<file path="config.mk">
export PLATFORM = sky130hd
export DESIGN_NAME = multicycle_control_flat
export DESIGN_NICKNAME = d
export VERILOG_FILES = /design/src/rtl/multicycle_control_if.sv /design/src/rtl/multicycle_control.sv /design/src/flat_wrapper.sv
export SDC_FILE = /design/constraint.sdc
export NUM_CORES = 1
export LEC_CHECK = 0
export CORE_MARGIN = 2
export CORE_UTILIZATION = 46
export DETAILED_ROUTE_END_ITERATION = 8
export GPL_TIMING_DRIVEN = 0
export PLACE_DENSITY = 0.76
export SLEW_MARGIN = 10
export SYNTH_ARGS = -nofsm -noshare
export SYNTH_HDL_FRONTEND = slang
export SYNTH_SLANG_ARGS = --single-unit
</file>
<file path="constraint.sdc">
create_clock -name clk -period 2.95 [get_ports clk]
set_input_delay 0.4425 -clock clk [delete_from_list [all_inputs] [get_ports clk]]
set_output_delay 0.4425 -clock clk [all_outputs]
set_load 0.005 [all_outputs]
</file>
<file path="src/rtl/multicycle_control_if.sv">
// Control bus between the multi-cycle main FSM and the datapath.
// Handshake: the controller raises MemRead or MemWrite together with AdrSrc
// and holds all three stable on every cycle until it samples mem_ready=1;
// the access completes on that clock edge. mem_ready is ignored while no
// request strobe is high.
interface multicycle_control_if;
  logic [6:0] opcode;
  logic       zero;
  logic       mem_ready;

  logic       PCWrite;
  logic       AdrSrc;
  logic       MemRead;
  logic       MemWrite;
  logic       IRWrite;
  logic       RegWrite;
  logic [1:0] ALUSrcA;
  logic [1:0] ALUSrcB;
  logic [1:0] ALUOp;
  logic       AluFunctEn;
  logic [1:0] ResultSrc;

  // Controller side.
  modport master (
    input  opcode, zero, mem_ready,
    output PCWrite, AdrSrc, MemRead, MemWrite, IRWrite, RegWrite,
    output ALUSrcA, ALUSrcB, ALUOp, AluFunctEn, ResultSrc
  );

  // Datapath side.
  modport slave (
    output opcode, zero, mem_ready,
    input  PCWrite, AdrSrc, MemRead, MemWrite, IRWrite, RegWrite,
    input  ALUSrcA, ALUSrcB, ALUOp, AluFunctEn, ResultSrc
  );
endinterface

</file>
<file path="src/rtl/multicycle_control.sv">
// Main control FSM of the multi-cycle RISC-V core. Sequences fetch, decode,
// execute, memory and write-back over the shared ALU / register file /
// unified memory port, flags unsupported opcodes and counts retirements.
module multicycle_control #(
  parameter int INSTRET_W = 32
) (
  input  logic                 clk,
  input  logic                 reset,
  multicycle_control_if.master bus,
  output logic                 instr_done,
  output logic                 illegal,
  output logic [3:0]           state_o,
  output logic [INSTRET_W-1:0] instret
);

  typedef enum logic [3:0] {
    S_FETCH    = 4'd0,
    S_DECODE   = 4'd1,
    S_MEMADR   = 4'd2,
    S_MEMREAD  = 4'd3,
    S_MEMWB    = 4'd4,
    S_MEMWRITE = 4'd5,
    S_EXECR    = 4'd6,
    S_EXECI    = 4'd7,
    S_ALUWB    = 4'd8,
    S_BEQ      = 4'd9,
    S_TRAP     = 4'd15
  } state_t;

  localparam logic [6:0] OP_R   = 7'b0110011;
  localparam logic [6:0] OP_I   = 7'b0010011;
  localparam logic [6:0] OP_LW  = 7'b0000011;
  localparam logic [6:0] OP_SW  = 7'b0100011;
  localparam logic [6:0] OP_BEQ = 7'b1100011;

  // Mux select encodings used by the datapath.
  localparam logic [1:0] SRCA_PC    = 2'b00;
  localparam logic [1:0] SRCA_OLDPC = 2'b01;
  localparam logic [1:0] SRCA_REGA  = 2'b10;
  localparam logic [1:0] SRCB_REGB  = 2'b00;
  localparam logic [1:0] SRCB_IMM   = 2'b01;
  localparam logic [1:0] SRCB_FOUR  = 2'b10;
  localparam logic [1:0] ALUOP_ADD  = 2'b00;
  localparam logic [1:0] ALUOP_SUB  = 2'b01;
  localparam logic [1:0] ALUOP_RTYP = 2'b10;
  localparam logic [1:0] RES_ALUOUT = 2'b00;
  localparam logic [1:0] RES_MEMDAT = 2'b01;
  localparam logic [1:0] RES_ALURES = 2'b10;

  // Every datapath control in one bundle so the decode has a single default.
  typedef struct packed {
    logic       pc_write;
    logic       adr_src;
    logic       mem_read;
    logic       mem_write;
    logic       ir_write;
    logic       reg_write;
    logic [1:0] alu_src_a;
    logic [1:0] alu_src_b;
    logic [1:0] alu_op;
    logic       alu_funct_en;
    logic [1:0] result_src;
    logic       done;
  } ctrl_t;

  state_t               state;
  state_t               state_next;
  ctrl_t                ctrl;
  logic                 illegal_q;
  logic [INSTRET_W-1:0] instret_q;

  logic is_r;
  logic is_i;
  logic is_lw;
  logic is_sw;
  logic is_beq;

  assign is_r   = (bus.opcode == OP_R);
  assign is_i   = (bus.opcode == OP_I);
  assign is_lw  = (bus.opcode == OP_LW);
  assign is_sw  = (bus.opcode == OP_SW);
  assign is_beq = (bus.opcode == OP_BEQ);

  // State register; reset lands in FETCH.
  always_ff @(posedge clk) begin
    if (reset) begin
      state <= S_FETCH;
    end else begin
      state <= state_next;
    end
  end

  // Next-state decode. TRAP is absorbing; only reset leaves it.
  always_comb begin
    state_next = state;
    case (state)
      S_FETCH:    state_next = bus.mem_ready ? S_DECODE : S_FETCH;
      S_DECODE: begin
        if (is_lw || is_sw) begin
          state_next = S_MEMADR;
        end else if (is_r) begin
          state_next = S_EXECR;
        end else if (is_i) begin
          state_next = S_EXECI;
        end else if (is_beq) begin
          state_next = S_BEQ;
        end else begin
          state_next = S_TRAP;
        end
      end
      S_MEMADR:   state_next = is_lw ? S_MEMREAD : S_MEMWRITE;
      S_MEMREAD:  state_next = bus.mem_ready ? S_MEMWB : S_MEMREAD;
      S_MEMWB:    state_next = S_FETCH;
      S_MEMWRITE: state_next = bus.mem_ready ? S_FETCH : S_MEMWRITE;
      S_EXECR:    state_next = S_ALUWB;
      S_EXECI:    state_next = S_ALUWB;
      S_ALUWB:    state_next = S_FETCH;
      S_BEQ:      state_next = S_FETCH;
      S_TRAP:     state_next = S_TRAP;
      // Unused encodings recover to a clean fetch.
      default:    state_next = S_FETCH;
    endcase
  end

  // Output decode from the state register, gated only by mem_ready/zero.
  // Reset forces every strobe and select to zero in the same cycle so a
  // pending memory request or write-back is dropped immediately.
  always_comb begin
    ctrl = '0;
    if (!reset) begin
      case (state)
        S_FETCH: begin
          ctrl.mem_read   = 1'b1;
          ctrl.adr_src    = 1'b0;
          ctrl.alu_src_a  = SRCA_PC;
          ctrl.alu_src_b  = SRCB_FOUR;
          ctrl.alu_op     = ALUOP_ADD;
          ctrl.result_src = RES_ALURES;
          ctrl.ir_write   = bus.mem_ready;
          ctrl.pc_write   = bus.mem_ready;
        end
        S_DECODE: begin
          // OldPC + imm lands in ALUOut as the branch target.
          ctrl.alu_src_a = SRCA_OLDPC;
          ctrl.alu_src_b = SRCB_IMM;
          ctrl.alu_op    = ALUOP_ADD;
        end
        S_MEMADR: begin
          ctrl.alu_src_a = SRCA_REGA;
          ctrl.alu_src_b = SRCB_IMM;
          ctrl.alu_op    = ALUOP_ADD;
        end
        S_MEMREAD: begin
          ctrl.mem_read = 1'b1;
          ctrl.adr_src  = 1'b1;
        end
        S_MEMWB: begin
          ctrl.result_src = RES_MEMDAT;
          ctrl.reg_write  = 1'b1;
          ctrl.done       = 1'b1;
        end
        S_MEMWRITE: begin
          ctrl.mem_write = 1'b1;
          ctrl.adr_src   = 1'b1;
          ctrl.done      = bus.mem_ready;
        end
        S_EXECR: begin
          ctrl.alu_src_a    = SRCA_REGA;
          ctrl.alu_src_b    = SRCB_REGB;
          ctrl.alu_op       = ALUOP_RTYP;
          ctrl.alu_funct_en = 1'b1;
        end
        S_EXECI: begin
          ctrl.alu_src_a    = SRCA_REGA;
          ctrl.alu_src_b    = SRCB_IMM;
          ctrl.alu_op       = ALUOP_ADD;
          ctrl.alu_funct_en = 1'b1;
        end
        S_ALUWB: begin
          ctrl.result_src = RES_ALUOUT;
          ctrl.reg_write  = 1'b1;
          ctrl.done       = 1'b1;
        end
        S_BEQ: begin
          // PC takes the ALUOut branch target only when rs1 == rs2.
          ctrl.alu_src_a  = SRCA_REGA;
          ctrl.alu_src_b  = SRCB_REGB;
          ctrl.alu_op     = ALUOP_SUB;
          ctrl.result_src = RES_ALUOUT;
          ctrl.pc_write   = bus.zero;
          ctrl.done       = 1'b1;
        end
        default: ctrl = '0;
      endcase
    end
  end

  // Sticky illegal flag, raised on the transition into TRAP.
  always_ff @(posedge clk) begin
    if (reset) begin
      illegal_q <= 1'b0;
    end else if (state == S_DECODE && state_next == S_TRAP) begin
      illegal_q <= 1'b1;
    end
  end

  // Retired-instruction counter; wraps naturally at its width.
  always_ff @(posedge clk) begin
    if (reset) begin
      instret_q <= '0;
    end else if (ctrl.done) begin
      instret_q <= instret_q + {{(INSTRET_W-1){1'b0}}, 1'b1};
    end
  end

  assign bus.PCWrite    = ctrl.pc_write;
  assign bus.AdrSrc     = ctrl.adr_src;
  assign bus.MemRead    = ctrl.mem_read;
  assign bus.MemWrite   = ctrl.mem_write;
  assign bus.IRWrite    = ctrl.ir_write;
  assign bus.RegWrite   = ctrl.reg_write;
  assign bus.ALUSrcA    = ctrl.alu_src_a;
  assign bus.ALUSrcB    = ctrl.alu_src_b;
  assign bus.ALUOp      = ctrl.alu_op;
  assign bus.AluFunctEn = ctrl.alu_funct_en;
  assign bus.ResultSrc  = ctrl.result_src;

  assign instr_done = ctrl.done;
  assign illegal    = illegal_q;
  assign state_o    = state;
  assign instret    = instret_q;

endmodule

</file>
<file path="src/flat_wrapper.sv">
// flat-port wrapper written by rule: the top's interface ports become plain ports
module multicycle_control_flat 
#(
  parameter int INSTRET_W = 32
)
  (clk, reset, instr_done, illegal, state_o, instret, bus_opcode, bus_zero, bus_mem_ready, bus_PCWrite, bus_AdrSrc, bus_MemRead, bus_MemWrite, bus_IRWrite, bus_RegWrite, bus_ALUSrcA, bus_ALUSrcB, bus_ALUOp, bus_AluFunctEn, bus_ResultSrc);
  multicycle_control_if bus_i ();
  input  logic clk;
  input  logic reset;
  output logic instr_done;
  output logic illegal;
  output logic [3:0] state_o;
  output logic [INSTRET_W-1:0] instret;
  input wire logic [$bits(bus_i.opcode)-1:0] bus_opcode;
  input wire logic [$bits(bus_i.zero)-1:0] bus_zero;
  input wire logic [$bits(bus_i.mem_ready)-1:0] bus_mem_ready;
  output wire logic [$bits(bus_i.PCWrite)-1:0] bus_PCWrite;
  output wire logic [$bits(bus_i.AdrSrc)-1:0] bus_AdrSrc;
  output wire logic [$bits(bus_i.MemRead)-1:0] bus_MemRead;
  output wire logic [$bits(bus_i.MemWrite)-1:0] bus_MemWrite;
  output wire logic [$bits(bus_i.IRWrite)-1:0] bus_IRWrite;
  output wire logic [$bits(bus_i.RegWrite)-1:0] bus_RegWrite;
  output wire logic [$bits(bus_i.ALUSrcA)-1:0] bus_ALUSrcA;
  output wire logic [$bits(bus_i.ALUSrcB)-1:0] bus_ALUSrcB;
  output wire logic [$bits(bus_i.ALUOp)-1:0] bus_ALUOp;
  output wire logic [$bits(bus_i.AluFunctEn)-1:0] bus_AluFunctEn;
  output wire logic [$bits(bus_i.ResultSrc)-1:0] bus_ResultSrc;
  assign bus_i.opcode = bus_opcode;
  assign bus_i.zero = bus_zero;
  assign bus_i.mem_ready = bus_mem_ready;
  assign bus_PCWrite = bus_i.PCWrite;
  assign bus_AdrSrc = bus_i.AdrSrc;
  assign bus_MemRead = bus_i.MemRead;
  assign bus_MemWrite = bus_i.MemWrite;
  assign bus_IRWrite = bus_i.IRWrite;
  assign bus_RegWrite = bus_i.RegWrite;
  assign bus_ALUSrcA = bus_i.ALUSrcA;
  assign bus_ALUSrcB = bus_i.ALUSrcB;
  assign bus_ALUOp = bus_i.ALUOp;
  assign bus_AluFunctEn = bus_i.AluFunctEn;
  assign bus_ResultSrc = bus_i.ResultSrc;
  multicycle_control #(.INSTRET_W(INSTRET_W)) u_core (.clk(clk), .reset(reset), .bus(bus_i), .instr_done(instr_done), .illegal(illegal), .state_o(state_o), .instret(instret));
endmodule
</file>
==> flow_summary.html <==
<table>
<tr><th>Metric</th><th>Value</th></tr>
<tr><th colspan="2">Global routing</th></tr>
<tr><td>Remaining global-route overflow</td><td>0</td></tr>
<tr><td>Pin count of the biggest net entering global routing</td><td>11</td></tr>
<tr><td>Initial antenna violation count</td><td>0</td></tr>
<tr><td>All-Layer GR Usage</td><td>0.224</td></tr>
<tr><td>First-pass GRT wire length</td><td>9.25 mm</td></tr>
<tr><td>Vias in the first global route</td><td>2034</td></tr>
<tr><th colspan="2">Setup path</th></tr>
<tr><td>WP data required</td><td>2.51 ns</td></tr>
<tr><td>Flop-to-flop setup slack</td><td>0.65 ns</td></tr>
<tr><td>Worst r2r src</td><td>u_core.state_o[2]$_SDFF_PP0_</td></tr>
<tr><td>Endpoint class of the critical path</td><td>primary output</td></tr>
<tr><td>Length in cells of the worst reg-to-reg path</td><td>6</td></tr>
<tr><td>CP Data Arrival Time</td><td>2.38 ns</td></tr>
<tr><td>Type of the worst setup path</td><td>reg2out</td></tr>
<tr><td>Maximum net fanout on the critical path</td><td>10</td></tr>
<tr><td>Launching element type of the critical path</td><td>flip-flop</td></tr>
<tr><td>Reg2reg end</td><td>u_core.instret[30]$_SDFFE_PP0P_</td></tr>
<tr><th colspan="2">Clock network</th></tr>
<tr><td>Skew-Pair Late Insertion Delay</td><td>0.28 ns</td></tr>
<tr><td>Clock Tree Buf Depth</td><td>2</td></tr>
<tr><td>Total number of H-tree levels</td><td>2</td></tr>
<tr><td>Clock edge transition at the registers on the reported setup and hold paths</td><td>0.07 ns</td></tr>
<tr><td>CTS root buffer</td><td>clkbuf_8</td></tr>
<tr><td>Total setup buffers inserted after CTS</td><td>0</td></tr>
<tr><td>Number of clock sinks</td><td>37</td></tr>
<tr><td>TritonCTS clock tree</td><td>done</td></tr>
<tr><td>Number of buffers added by the clock tree synthesis step</td><td>5</td></tr>
<tr><th colspan="2">Place</th></tr>
<tr><td>Area post-placement</td><td>0.00274 mm²</td></tr>
<tr><td>Last weighted congestion value of the routability-driven placer</td><td>0.873</td></tr>
<tr><td>Port Buf Inserts</td><td>62</td></tr>
<tr><td>Post-detailed-placement half-perimeter wirelength</td><td>4.15 mm</td></tr>
<tr><th colspan="2">Logic synthesis</th></tr>
<tr><td>Share of synthesized registers carrying an async set or reset</td><td>0</td></tr>
<tr><td>Number of standard cells after synthesis</td><td>267</td></tr>
<tr><td>Post-synthesis register bit count</td><td>37</td></tr>
<tr><td>Top FF cell, synth</td><td>dfxtp_1</td></tr>
<tr><td>Post-synthesis sequential area ratio</td><td>0.361</td></tr>
<tr><td>Distinct cell type count of the synthesized netlist</td><td>42</td></tr>
<tr><td>Yosys Warn Count</td><td>0</td></tr>
<tr><td>Synthesized net count</td><td>279</td></tr>
<tr><td>Number of enable flip-flop cells after synthesis</td><td>0</td></tr>
<tr><td>Avg Inst Size Synth</td><td>7.68 µm²</td></tr>
<tr><td>Summed instance area of the synthesized netlist</td><td>0.00205 mm²</td></tr>
<tr><th colspan="2">Floorplanning</th></tr>
<tr><td>Y dimension of the die</td><td>70.8 µm</td></tr>
<tr><td>Number of placed I/O pins</td><td>64</td></tr>
<tr><td>Core region area</td><td>0.00432 mm²</td></tr>
<tr><td>DIE AREA</td><td>0.00501 mm²</td></tr>
<tr><td>Overall die width</td><td>70.8 µm</td></tr>
<tr><td>Placement row count</td><td>24</td></tr>
<tr><td>Effective utilization at floorplan</td><td>0.474</td></tr>
<tr><th colspan="2">STA</th></tr>
<tr><td>Shortest clock period the worst path allows after layout</td><td>2.82 ns</td></tr>
<tr><td>Final-report setup violation count</td><td>0</td></tr>
<tr><td>Final Hold Vio Count</td><td>0</td></tr>
<tr><td>Worst slew margin</td><td>0.597</td></tr>
<tr><td>Post-route fraction of the period consumed by the critical path</td><td>0.957</td></tr>
<tr><td>Actual slew at the worst max-slew pin</td><td>0.601 ns</td></tr>
<tr><td>Fmax</td><td>354 MHz</td></tr>
<tr><td>Unrepaired setup endpoints after global routing</td><td>no</td></tr>
<tr><td>Number of slew-limit violations in the final report</td><td>0</td></tr>
<tr><td>Clock Skew</td><td>0.00648 ns</td></tr>
<tr><td>Sum of negative setup slack</td><td>0 ns</td></tr>
<tr><th colspan="2">Min path</th></tr>
<tr><td>Class of the tightest hold or removal check</td><td>reg2reg</td></tr>
<tr><td>WHS Endpoint</td><td>u_core.illegal$_SDFFE_PP0P_</td></tr>
<tr><td>Hold path depth</td><td>1</td></tr>
<tr><td>Hold path startpoint</td><td>u_core.illegal$_SDFFE_PP0P_</td></tr>
<tr><th colspan="2">Outcome</th></tr>
<tr><td>Status</td><td>finished clean</td></tr>
<tr><th colspan="2">Drt</th></tr>
<tr><td>Residual antenna-violating net count after detailed routing</td><td>0</td></tr>
<tr><td>Drt wl/cell</td><td>14.7 µm</td></tr>
<tr><td>Initial drt markers</td><td>101</td></tr>
<tr><td>Vias after detailed routing</td><td>2219</td></tr>
<tr><td>Count of unresolved DRC violations after routing</td><td>0</td></tr>
<tr><td>Final wirelength</td><td>5.69 mm</td></tr>
<tr><td>Pre-Repair DR Iteration Count</td><td>4</td></tr>
<tr><td>Number of vias per cell after detailed routing</td><td>5.73</td></tr>
<tr><th colspan="2">Pwr</th></tr>
<tr><td>Switching part of the total power</td><td>0.368</td></tr>
<tr><td>Power share of the combinational group</td><td>0.425</td></tr>
<tr><td>Switch Pwr</td><td>0.565 mW</td></tr>
<tr><td>Leakage power total</td><td>0.878 nW</td></tr>
<tr><td>Internal power summed over all cells</td><td>0.970 mW</td></tr>
<tr><td>Register share of total power</td><td>0.361</td></tr>
<tr><td>Max VDD drop</td><td>344 µV</td></tr>
<tr><td>Power per unit of standard cell area</td><td>546 mW/mm²</td></tr>
<tr><td>Relative contribution of the clock network to total power</td><td>0.214</td></tr>
<tr><th colspan="2">Final layout</th></tr>
<tr><td>Area delta synth-&gt;final</td><td>37.2%</td></tr>
<tr><td>Antenna fix cells</td><td>0</td></tr>
<tr><td>Net count reported at finish</td><td>348</td></tr>
<tr><td>Finished Cell Area</td><td>0.00281 mm²</td></tr>
<tr><td>Proportion of layout cells with a drive suffix above 1</td><td>0.0567</td></tr>
<tr><th colspan="2">Job</th></tr>
<tr><td>Number of maximum-capacitance constraint violations</td><td>0</td></tr>
</table>
## worst max-delay path, stage by stage (launching register included)
cell and delay (ns):
dfxtp_1 0.34, clkbuf_1 0.35, inv_1 0.19, or4_1 0.55, a21oi_1 0.15, clkdlybuf4s50_1 0.52
## cells by family after synthesis
kind of cell               Yosys count  synth area share
buffers and inverters               26            0.0506
and+or+nand+nor                    127             0.342
DFF                                 37             0.361
xor gates and xnor gates            17            0.0726
AOI/OAI and AO/OA                   59             0.168
adders and majority gates            1           0.00610
## synth_stat cells, drive strengths merged, types with 8 or more instances
| master | n | area share |
|---|---|---|
| nor2 | 28 | 0.051 |
| nand3 | 8 | 0.020 |
| nor4 | 8 | 0.024 |
| clkbuf | 14 | 0.026 |
| nand2 | 18 | 0.033 |
| or3 | 10 | 0.031 |
| a21oi | 26 | 0.063 |
| nand4 | 14 | 0.050 |
| inv | 9 | 0.016 |
| o21ai | 15 | 0.037 |
| xnor2 | 11 | 0.047 |
| dfxtp | 37 | 0.36 |
| nor3 | 13 | 0.032 |
## per-stage QoR
step	worst slack, ns	std cells	total power [mW]	hold slack [ns]	utilization
finish	0.127	387	1.54	0.494	0.650
global route	0.00687	387	1.62	0.517	0.650
CTS	0.0300	387	1.53	0.497	0.650
detailed placement	0.175	381	1.21	0.479	0.633
global placement	0.165	381	1.20	0.470	0.633
floorplan	0.863	267	0.934	0.468	-
## metal layers
metal / track usage / routed length, µm
met1: 0.309 / 2700
met2: 0.372 / 2690
met3: 0.0370 / 257
met4: 0.0461 / 42
met5: 0 / 0
## repair_timing
action | in CTS | in global routing
hold buffers | 0 | 0
resized for setup | 1 | 2
endpoints found under the setup margin | 3 | 2
cloned | 0 | 0
## area by class of cell
class | instances | area (µm²)
buffer | 17 | 72.6
clock buffer | 5 | 68.8
clock inverter | 1 | 5.00
fill | 417 | 1510
inverter | 9 | 33.8
multi-input combinational | 204 | 1210
sequential | 37 | 741
tap | 52 | 65.1
timing repair buffer | 62 | 621
## placed cells by master, fill, tap and decap left out, types with 3 or more instances in the layout
master	synthesis	routed
nand2_1	18	18
nand3_1	8	8
o21ai_0	14	14
or3_1	10	10
xnor2_1	11	11
a21oi_1	26	26
nor2_1	28	28
nand4_1	13	13
xor2_1	6	6
o211ai_1	3	3
or4_1	5	5
clkdlybuf4s50_1	0	62
clkbuf_8	0	5
nand2b_1	5	5
o31ai_1	5	5
or2_2	5	5
dfxtp_1	37	37
nor4_1	8	8
nor4b_1	4	4
clkbuf_1	14	12
nor3_1	13	13
inv_1	9	9
## state kept, by name (all words and copies together), names as in the netlist
register / count
u_core.state_o: 4
u_core.instret: 32
u_core.illegal: 1
## power groups by stage
| stage | registers [mW] | clock network [mW] | logic, mW |
|---|---|---|---|
| finish | 0.555 | 0.329 | 0.652 |
| global route | 0.560 | 0.352 | 0.706 |
| CTS | 0.554 | 0.331 | 0.645 |
| detailed placement | 0.565 | 0 | 0.641 |
| global placement | 0.564 | 0 | 0.634 |
| floorplan | 0.564 | 0 | 0.370 |
## worst max-delay path by stage
stage | slack, ns | to | start
6_report | 0.13 | bus_ALUSrcA[1] | u_core.state_o[0]$_SDFF_PP0_
3_3_place_gp | 0.17 | instr_done | bus_mem_ready
3_5_place_dp | 0.17 | instr_done | bus_mem_ready
4_1_cts | 0.03 | bus_ALUSrcB[0] | u_core.state_o[1]$_SDFF_PP0_
2_1_floorplan | 0.86 | u_core.instret[29]$_SDFFE_PP0P_ | u_core.instret[3]$_SDFFE_PP0P_
5_1_grt | 0.007 | instr_done | bus_mem_ready
No activity file was read; power rests on OpenSTA's default activity.
